`config.mk`:
```
export PLATFORM = sky130hd
export DESIGN_NAME = id_queue_stage
export DESIGN_NICKNAME = d
export VERILOG_FILES = /design/src/rtl/id_queue_stage_pkg.sv /design/src/rtl/id_queue_stage_decode.sv /design/src/rtl/id_queue_stage.sv
export SDC_FILE = /design/constraint.sdc
export NUM_CORES = 1
export LEC_CHECK = 0
export BUFFER_PORTS_ARGS = -buffer_cell sky130_fd_sc_hd__buf_2
export CAP_MARGIN = 10
export CORE_AREA = 4 4 209 211
export DETAILED_ROUTE_END_ITERATION = 8
export DIE_AREA = 0 0 213 215
export PLACE_DENSITY_LB_ADDON = 0.08
export SLEW_MARGIN = 20
export SYNTH_ARGS = -nofsm -noshare
export SYNTH_HDL_FRONTEND = slang
export SYNTH_SLANG_ARGS = --single-unit
```
`constraint.sdc`:
```
create_clock -name clk_in -period 4.2 [get_ports clk_in]
set_clock_uncertainty 0.2 [all_clocks]
set_input_delay 0 -clock clk_in [delete_from_list [all_inputs] [get_ports clk_in]]
set_output_delay 0 -clock clk_in [all_outputs]
set_load 0.01 [all_outputs]
```
`src/rtl/id_queue_stage_pkg.sv`:
```
// Shared constants for the instruction-decode queue stage: RV32I opcode/funct fields,
// command codes and the decoded-bundle layout.
package id_queue_stage_pkg;

    localparam int unsigned INSTR_W    = 32;
    localparam int unsigned REG_ADDR_W = 5;
    localparam int unsigned CMD_W      = 6;

    localparam logic [6:0] OP_LUI    = 7'b0110111;
    localparam logic [6:0] OP_AUIPC  = 7'b0010111;
    localparam logic [6:0] OP_JAL    = 7'b1101111;
    localparam logic [6:0] OP_JALR   = 7'b1100111;
    localparam logic [6:0] OP_BRANCH = 7'b1100011;
    localparam logic [6:0] OP_LOAD   = 7'b0000011;
    localparam logic [6:0] OP_STORE  = 7'b0100011;
    localparam logic [6:0] OP_IMM    = 7'b0010011;
    localparam logic [6:0] OP_REG    = 7'b0110011;

    localparam logic [2:0] FUN3_JALR = 3'b000;
    localparam logic [2:0] FUN3_BEQ  = 3'b000;
    localparam logic [2:0] FUN3_BNE  = 3'b001;
    localparam logic [2:0] FUN3_BLT  = 3'b100;
    localparam logic [2:0] FUN3_BGE  = 3'b101;
    localparam logic [2:0] FUN3_BLTU = 3'b110;
    localparam logic [2:0] FUN3_BGEU = 3'b111;
    localparam logic [2:0] FUN3_B    = 3'b000;
    localparam logic [2:0] FUN3_H    = 3'b001;
    localparam logic [2:0] FUN3_W    = 3'b010;
    localparam logic [2:0] FUN3_BU   = 3'b100;
    localparam logic [2:0] FUN3_HU   = 3'b101;
    localparam logic [2:0] FUN3_ADD  = 3'b000;
    localparam logic [2:0] FUN3_SLL  = 3'b001;
    localparam logic [2:0] FUN3_SLT  = 3'b010;
    localparam logic [2:0] FUN3_SLTU = 3'b011;
    localparam logic [2:0] FUN3_XOR  = 3'b100;
    localparam logic [2:0] FUN3_SR   = 3'b101;
    localparam logic [2:0] FUN3_OR   = 3'b110;
    localparam logic [2:0] FUN3_AND  = 3'b111;

    localparam logic [6:0] FUN7_BASE = 7'b0000000;
    localparam logic [6:0] FUN7_ALT  = 7'b0100000;

    typedef enum logic [CMD_W-1:0] {
        CMD_NOP = 6'd0,
        CMD_LUI, CMD_AUIPC, CMD_JAL, CMD_JALR,
        CMD_BEQ, CMD_BNE, CMD_BLT, CMD_BGE, CMD_BLTU, CMD_BGEU,
        CMD_LB, CMD_LH, CMD_LW, CMD_LBU, CMD_LHU,
        CMD_SB, CMD_SH, CMD_SW,
        CMD_ADDI, CMD_SLTI, CMD_SLTIU, CMD_XORI, CMD_ORI, CMD_ANDI,
        CMD_SLLI, CMD_SRLI, CMD_SRAI,
        CMD_ADD, CMD_SUB, CMD_SLL, CMD_SLT, CMD_SLTU, CMD_XOR,
        CMD_SRL, CMD_SRA, CMD_OR, CMD_AND
    } cmd_e;

    typedef struct packed {
        cmd_e                  cmd;
        logic                  rs1_re;
        logic                  rs2_re;
        logic [REG_ADDR_W-1:0] rs1;
        logic [REG_ADDR_W-1:0] rs2;
        logic [REG_ADDR_W-1:0] rd;
        logic                  rd_we;
        logic                  illegal;
    } dec_t;

endpackage

```
`src/rtl/id_queue_stage_decode.sv`:
```
// Purely combinational RV32I decoder: instruction word to command, immediate,
// register-read enables/addresses and destination.
module id_decode_comb
    import id_queue_stage_pkg::*;
#(
    parameter int unsigned XLEN = 32
) (
    input  logic [INSTR_W-1:0] instr_i,
    output dec_t               dec_o,
    output logic [XLEN-1:0]    imm_o
);

    logic [6:0] opcode, f7;
    logic [2:0] f3;
    logic [XLEN-1:0] imm_i, imm_s, imm_b, imm_u, imm_j, imm_sh;

    assign opcode = instr_i[6:0];
    assign f3     = instr_i[14:12];
    assign f7     = instr_i[31:25];

    assign imm_i  = XLEN'($signed(instr_i[31:20]));
    assign imm_s  = XLEN'($signed({instr_i[31:25], instr_i[11:7]}));
    assign imm_b  = XLEN'($signed({instr_i[31], instr_i[7], instr_i[30:25], instr_i[11:8], 1'b0}));
    assign imm_u  = XLEN'($signed({instr_i[31:12], 12'b0}));
    assign imm_j  = XLEN'($signed({instr_i[31], instr_i[19:12], instr_i[20], instr_i[30:21], 1'b0}));
    assign imm_sh = XLEN'(instr_i[24:20]);

    cmd_e            cmd;
    logic            rs1_re, rs2_re, has_rd, bad_f7;
    logic [XLEN-1:0] imm;

    // Each opcode picks its command from funct3; NOP means the encoding was not recognised.
    always_comb begin
        cmd    = CMD_NOP;
        rs1_re = 1'b0;
        rs2_re = 1'b0;
        has_rd = 1'b0;
        bad_f7 = 1'b0;
        imm    = '0;
        case (opcode)
            OP_LUI:   begin cmd = CMD_LUI;   imm = imm_u; has_rd = 1'b1; end
            OP_AUIPC: begin cmd = CMD_AUIPC; imm = imm_u; has_rd = 1'b1; end
            OP_JAL:   begin cmd = CMD_JAL;   imm = imm_j; has_rd = 1'b1; end
            OP_JALR: begin
                if (f3 == FUN3_JALR) begin
                    cmd = CMD_JALR; imm = imm_i; rs1_re = 1'b1; has_rd = 1'b1;
                end
            end
            OP_BRANCH: begin
                case (f3)
                    FUN3_BEQ:  cmd = CMD_BEQ;
                    FUN3_BNE:  cmd = CMD_BNE;
                    FUN3_BLT:  cmd = CMD_BLT;
                    FUN3_BGE:  cmd = CMD_BGE;
                    FUN3_BLTU: cmd = CMD_BLTU;
                    FUN3_BGEU: cmd = CMD_BGEU;
                    default:   cmd = CMD_NOP;
                endcase
                if (cmd != CMD_NOP) begin imm = imm_b; rs1_re = 1'b1; rs2_re = 1'b1; end
            end
            OP_LOAD: begin
                case (f3)
                    FUN3_B:  cmd = CMD_LB;
                    FUN3_H:  cmd = CMD_LH;
                    FUN3_W:  cmd = CMD_LW;
                    FUN3_BU: cmd = CMD_LBU;
                    FUN3_HU: cmd = CMD_LHU;
                    default: cmd = CMD_NOP;
                endcase
                if (cmd != CMD_NOP) begin imm = imm_i; rs1_re = 1'b1; has_rd = 1'b1; end
            end
            OP_STORE: begin
                case (f3)
                    FUN3_B:  cmd = CMD_SB;
                    FUN3_H:  cmd = CMD_SH;
                    FUN3_W:  cmd = CMD_SW;
                    default: cmd = CMD_NOP;
                endcase
                if (cmd != CMD_NOP) begin imm = imm_s; rs1_re = 1'b1; rs2_re = 1'b1; end
            end
            OP_IMM: begin
                rs1_re = 1'b1;
                has_rd = 1'b1;
                imm    = imm_i;
                case (f3)
                    FUN3_ADD:  cmd = CMD_ADDI;
                    FUN3_SLT:  cmd = CMD_SLTI;
                    FUN3_SLTU: cmd = CMD_SLTIU;
                    FUN3_XOR:  cmd = CMD_XORI;
                    FUN3_OR:   cmd = CMD_ORI;
                    FUN3_AND:  cmd = CMD_ANDI;
                    FUN3_SLL: begin
                        cmd = CMD_SLLI; imm = imm_sh; bad_f7 = (f7 != FUN7_BASE);
                    end
                    default: begin
                        cmd    = instr_i[30] ? CMD_SRAI : CMD_SRLI;
                        imm    = imm_sh;
                        bad_f7 = (f7 != FUN7_BASE) && (f7 != FUN7_ALT);
                    end
                endcase
            end
            OP_REG: begin
                rs1_re = 1'b1;
                rs2_re = 1'b1;
                has_rd = 1'b1;
                bad_f7 = (f7 != FUN7_BASE);
                case (f3)
                    FUN3_ADD: begin
                        cmd    = instr_i[30] ? CMD_SUB : CMD_ADD;
                        bad_f7 = (f7 != FUN7_BASE) && (f7 != FUN7_ALT);
                    end
                    FUN3_SLL:  cmd = CMD_SLL;
                    FUN3_SLT:  cmd = CMD_SLT;
                    FUN3_SLTU: cmd = CMD_SLTU;
                    FUN3_XOR:  cmd = CMD_XOR;
                    FUN3_OR:   cmd = CMD_OR;
                    FUN3_AND:  cmd = CMD_AND;
                    default: begin
                        cmd    = instr_i[30] ? CMD_SRA : CMD_SRL;
                        bad_f7 = (f7 != FUN7_BASE) && (f7 != FUN7_ALT);
                    end
                endcase
            end
            default: cmd = CMD_NOP;
        endcase
    end

    always_comb begin
        dec_o         = '0;
        dec_o.cmd     = cmd;
        dec_o.rs1_re  = rs1_re;
        dec_o.rs2_re  = rs2_re;
        dec_o.rs1     = rs1_re ? instr_i[19:15] : '0;
        dec_o.rs2     = rs2_re ? instr_i[24:20] : '0;
        dec_o.rd      = has_rd ? instr_i[11:7] : '0;
        dec_o.rd_we   = has_rd && (instr_i[11:7] != '0);
        dec_o.illegal = (cmd == CMD_NOP) || bad_f7;
        imm_o         = imm;
    end

endmodule

```
`src/rtl/id_queue_stage.sv`:
```
// Decode stage: DEPTH-entry instruction FIFO feeding a registered valid/ready EX stage.
// Define ID_ILLEGAL_DETECT_EN to add the registered ex_illegal_out flag.
module id_queue_stage
    import id_queue_stage_pkg::*;
#(
    parameter int unsigned DEPTH = 4,
    parameter int unsigned XLEN  = 32
) (
    input  logic                  clk_in,
    input  logic                  rst_in,
    input  logic                  rdy_in,
    input  logic                  flush_in,
    input  logic                  if_valid_in,
    output logic                  if_ready_out,
    input  logic [XLEN-1:0]       if_pc_in,
    input  logic [INSTR_W-1:0]    if_instr_in,
    output logic                  reg1_read_out,
    output logic                  reg2_read_out,
    output logic [REG_ADDR_W-1:0] reg1_addr_out,
    output logic [REG_ADDR_W-1:0] reg2_addr_out,
    input  logic [XLEN-1:0]       reg1_data_in,
    input  logic [XLEN-1:0]       reg2_data_in,
    output logic                  ex_valid_out,
    input  logic                  ex_ready_in,
    output logic [XLEN-1:0]       ex_pc_out,
    output logic [CMD_W-1:0]      ex_cmd_out,
    output logic [XLEN-1:0]       ex_reg1_out,
    output logic [XLEN-1:0]       ex_reg2_out,
    output logic [XLEN-1:0]       ex_imm_out,
    output logic [REG_ADDR_W-1:0] ex_rd_out,
`ifdef ID_ILLEGAL_DETECT_EN
    output logic                  ex_illegal_out,
`endif
    output logic                  ex_rd_we_out
);

    localparam int unsigned PTR_W = $clog2(DEPTH);
    localparam int unsigned CNT_W = PTR_W + 1;

    logic [XLEN-1:0]    pc_mem_q    [DEPTH];
    logic [INSTR_W-1:0] instr_mem_q [DEPTH];
    logic [PTR_W-1:0]   wr_q, wr_d, rd_q, rd_d;
    logic [CNT_W-1:0]   cnt_q, cnt_d;

    logic                  ex_valid_q, ex_valid_d, ex_we_q, ex_we_d, ex_ill_q, ex_ill_d;
    logic [XLEN-1:0]       ex_pc_q, ex_pc_d, ex_reg1_q, ex_reg1_d;
    logic [XLEN-1:0]       ex_reg2_q, ex_reg2_d, ex_imm_q, ex_imm_d;
    logic [CMD_W-1:0]      ex_cmd_q, ex_cmd_d;
    logic [REG_ADDR_W-1:0] ex_rd_q, ex_rd_d;

    logic               full, head_valid, push, load;
    logic [INSTR_W-1:0] head_instr;
    logic [XLEN-1:0]    dec_imm;
    dec_t               dec;

    assign full         = (cnt_q == CNT_W'(DEPTH));
    assign head_valid   = (cnt_q != '0);
    assign if_ready_out = !full && rst_in;
    assign push = if_valid_in && if_ready_out && rdy_in && !flush_in;
    assign load = head_valid && (!ex_valid_q || ex_ready_in) && rdy_in && !flush_in;

    // An empty FIFO presents an all-zero word, which decodes to NOP with no reads.
    assign head_instr = head_valid ? instr_mem_q[rd_q] : '0;

    id_decode_comb #(.XLEN(XLEN)) u_decode (
        .instr_i (head_instr),
        .dec_o   (dec),
        .imm_o   (dec_imm)
    );

    assign reg1_read_out = dec.rs1_re;
    assign reg2_read_out = dec.rs2_re;
    assign reg1_addr_out = dec.rs1;
    assign reg2_addr_out = dec.rs2;

    always_ff @(posedge clk_in) begin
        if (push) begin
            pc_mem_q[wr_q]    <= if_pc_in;
            instr_mem_q[wr_q] <= if_instr_in;
        end
    end

    // Next state: flush wins, rdy_in=0 freezes everything.
    always_comb begin
        wr_d       = wr_q;
        rd_d       = rd_q;
        cnt_d      = cnt_q;
        ex_valid_d = ex_valid_q;
        ex_pc_d    = ex_pc_q;
        ex_cmd_d   = ex_cmd_q;
        ex_reg1_d  = ex_reg1_q;
        ex_reg2_d  = ex_reg2_q;
        ex_imm_d   = ex_imm_q;
        ex_rd_d    = ex_rd_q;
        ex_we_d    = ex_we_q;
        ex_ill_d   = ex_ill_q;
        if (flush_in) begin
            wr_d       = '0;
            rd_d       = '0;
            cnt_d      = '0;
            ex_valid_d = 1'b0;
        end else if (rdy_in) begin
            if (push) wr_d = wr_q + PTR_W'(1);
            if (load) rd_d = rd_q + PTR_W'(1);
            cnt_d = cnt_q + CNT_W'(push) - CNT_W'(load);
            if (load) begin
                ex_valid_d = 1'b1;
                ex_pc_d    = pc_mem_q[rd_q];
                ex_cmd_d   = CMD_W'(dec.cmd);
                ex_reg1_d  = dec.rs1_re ? reg1_data_in : '0;
                ex_reg2_d  = dec.rs2_re ? reg2_data_in : '0;
                ex_imm_d   = dec_imm;
                ex_rd_d    = dec.rd;
                ex_we_d    = dec.rd_we;
                ex_ill_d   = dec.illegal;
            end else if (ex_ready_in && ex_valid_q) begin
                ex_valid_d = 1'b0;
            end
        end
    end

    always_ff @(posedge clk_in or negedge rst_in) begin
        if (!rst_in) begin
            wr_q       <= '0;
            rd_q       <= '0;
            cnt_q      <= '0;
            ex_valid_q <= 1'b0;
            ex_pc_q    <= '0;
            ex_cmd_q   <= '0;
            ex_reg1_q  <= '0;
            ex_reg2_q  <= '0;
            ex_imm_q   <= '0;
            ex_rd_q    <= '0;
            ex_we_q    <= 1'b0;
            ex_ill_q   <= 1'b0;
        end else begin
            wr_q       <= wr_d;
            rd_q       <= rd_d;
            cnt_q      <= cnt_d;
            ex_valid_q <= ex_valid_d;
            ex_pc_q    <= ex_pc_d;
            ex_cmd_q   <= ex_cmd_d;
            ex_reg1_q  <= ex_reg1_d;
            ex_reg2_q  <= ex_reg2_d;
            ex_imm_q   <= ex_imm_d;
            ex_rd_q    <= ex_rd_d;
            ex_we_q    <= ex_we_d;
            ex_ill_q   <= ex_ill_d;
        end
    end

    assign ex_valid_out = ex_valid_q;
    assign ex_pc_out    = ex_pc_q;
    assign ex_cmd_out   = ex_cmd_q;
    assign ex_reg1_out  = ex_reg1_q;
    assign ex_reg2_out  = ex_reg2_q;
    assign ex_imm_out   = ex_imm_q;
    assign ex_rd_out    = ex_rd_q;
    assign ex_rd_we_out = ex_we_q;

`ifdef ID_ILLEGAL_DETECT_EN
    assign ex_illegal_out = ex_ill_q;
`else
    logic ill_unused;
    assign ill_unused = ex_ill_q;
`endif

endmodule

```
==> results.md <==
- Peak VDD IR: 0.000338 V
- Crit path from: rd_q[0]
- Worst-path clk slew: roughly 60 ps
- CTS Buf Count: 44
- Die H: about 220 µm
- Startpoint types: flip-flop
- Total GRT Usage: roughly a fifth
- Slew Viols, Final: 0
- Worst path cell trace: buf_4 -> mux4_2 -> or2_1 -> nor2_1 -> nand4_1 -> nand3_2 -> nor2_4 -> nor2_1 -> buf_2
- Post-layout util: between 50% and 60%
- Area of the core: about 42,000 µm²
- Die X: 213 µm
- Max FO, Critical Path: 18
- Synth top area cells: edfxtp_1 (48%), dfrtp_1 (23%), mux4_2 (8.2%)
- Synth area leader: edfxtp_1
- Largest net degree at the start of global routing: just over 70
- Most common cell in the synthesized netlist: nand2_1
- Main flop type after synthesis: edfxtp_1
- R2R Path End: ex_imm_out[23]
- Critical path type: reg2out
- Crit path max-delay family: simple AND/OR/NAND/NOR gates
- Number of synthesized register bits: between 400 and 500
- Final ANT Viol Nets: 0
- Slew @ Worst Pin: around 900 ps
- Layout cell share with drive strength beyond 1: between 20% and 30%
- Maximum clock frequency: 254 MHz
- Initial antenna violation count: 1
- Sequential fraction of the synthesis area: 70.4%
- Routed len/inst: about 21 µm
- Setup_tns: 0 ps
- Worst r2r src: rd_q[0]
- WL final: between 40 and 50 mm
- Worst hold slack: 22.3 ps
- Die area: approximately 46,000 µm²
- Max-slew headroom: about 40%
- Final hold violation count: 0
- HPWL Detailed: around 29 mm
- Tmin final: between 3000 and 4000 ps
- Yosys cell types: 65
- Routability congestion estimate: 0.862
- Final setup fails: 0
- Worst hold path type: in2reg
- P per Cell Area: 428 nW/µm²
- Critical Path RT: around 4000 ps
- Mapped Nets: about 1,300
- Ys Warns: 0
- CP Capture Type: primary output
- Worst-Skew Late Latency: 560 ps
- CTS tree: built
- Initial core utilization: between 30% and 40%
- Post-synthesis cell count: between 1,000 and 1,500
- Post-Syn Area: around 16,000 µm²
- Grt total ovfl: 0
- Routed vias/inst: between 5 and 6
- WP buf/inv: 2
- CTS Sinks: around 400
- CP max stage delay: between 600 and 700 ps
- Tcrit/Tclk final: between 90% and 100%
- Post-synth EDFFs: approximately 260
- Worst hold stages: 2
- Max_cap viols: 0
- Worst reg-to-reg setup slack: 710 ps
- CP arrival: between 3000 and 4000 ps
- Synth top area share: a little under half
- Final WS setup: around 270 ps
- Initial DRT Pass Iterations: 5
- Root Buffer: clkbuf_16
- RSZ-0062 raised after global routing: no
- HP Start: if_pc_in[5]
- Ys async rst share: 36.6%
- Vias: about 11,000
- DR iter-0 viols: 997
- Max clock buf depth: 3
- Postcts setup bufs: 0
- Vias in the first global route: approximately 12,000
- IO buf count: roughly 290
- Setup WS pre-CTS: ~580 ps
- Drt drc: 0
- H-tree levels: 2
- Most instantiated cells after synthesis: nand2_1 (273), edfxtp_1 (256), dfrtp_1 (148), mux4_2 (59), nand3_1 (45)
- Net count, final: 1,780
- # rows: 75
- Reg2reg path depth: 8
- Hold Crit Endpoint: pc_mem_q[2][5]
- Synthesized area per cell: 14.4 µm²
- CP most frequent cell: nor2_1
- First-pass GRT wire length: 70.4 mm
- IO Count: between 200 and 300
- Leakage power: 9.08 nW
- Slowest cell on crit path: mux4_2
- Layout area overhead: 35.6%
- Status: finished, final reports clean
## sequential cells by signal (all words and copies together) (netlist names)
register and count:
ex_reg2_out 32, wr_q 2, cnt_q 3, pc_mem_q 128, ex_rd_we_out 1, ex_reg1_out 32, ex_rd_out 5, ex_pc_out 32
ex_cmd_out 6, rd_q 2, ex_valid_out 1, ex_imm_out 32, instr_mem_q 128
## repair_timing
item / in CTS / in global routing
gates cloned: 0 / 0
setup endpoints to repair: 4 / 6
hold endpoints to repair: 480 / 17
hold buffers: 224 / 1
gates resized for setup: 1 / 2
## final cells by class
class	count	area, µm²
fillers	3580	19800
flip-flops and latches	404	11400
multi-input cells	628	4390
repair buffers	541	3970
clock buffers	67	1260
well taps	539	674
clock inverters	14	158
inverters	20	77.6
diodes	1	2.50
## worst reg2reg max path: stages (launching register included)
cell	delay, ps
dfrtp_4	610
buf_4	300
mux4_2	680
or2_1	300
nor2_1	200
nand4_1	270
nand4_1	230
o211a_1	460
a221o_1	190
## cells by family after synthesis
family	count (synthesis)	share of synthesized area, %
AOI/OAI and AO/OA	134	5.79
and+or+nand+nor	407	10.7
buffers and inverters	95	2.65
adders and majority gates	7	0.588
xor gates and xnor gates	6	0.325
muxes	74	9.57
DFF	404	70.4
## report_power, final
part,switching [mW],leakage [nW],internal [mW]
Sequential,0.131,4.32,4.45
Clock,1.55,0.685,2.26
Combinational,0.541,4.08,0.461
## cells in the final DEF, fill, tap and decap left out, drive strengths merged, types with 12 or more instances in the layout
cell	instances
a221o	12
and2	14
buf	317
clkbuf	67
dfrtp	148
dlygate4sd3	224
edfxtp	256
inv	20
mux4	63
nand2	273
nand3	45
nor2	34
o21ai	60
## routing by layer
metal	vias up	part of all wire, %	track usage [%]
li1	5173	-	-
met1	5649	43	26.9
met2	383	48	32.8
met3	89	6.2	3.85
met4	0	2.8	6.64
met5	-	0	0
## stage by stage
step	power, mW	instance area [µm²]	cells
after global routing	9.79	21900	2214
final	9.38	21900	2214
after global placement	5.51	18300	1907
after detailed placement	5.51	18300	1907
after floorplan	5.01	16200	1127
after CTS	9.52	21900	2212
## worst max path at each step
stage,to,slack (ps),cells past startpoint
2_1_floorplan,instr_mem_q[0][0],720,5
4_1_cts,reg1_addr_out[4],120,9
3_5_place_dp,ex_rd_out[3],580,8
3_3_place_gp,reg1_addr_out[4],570,9
6_report,reg1_addr_out[3],270,9
5_1_grt,reg1_addr_out[1],80,9
Power figures use the tool's default switching activity.
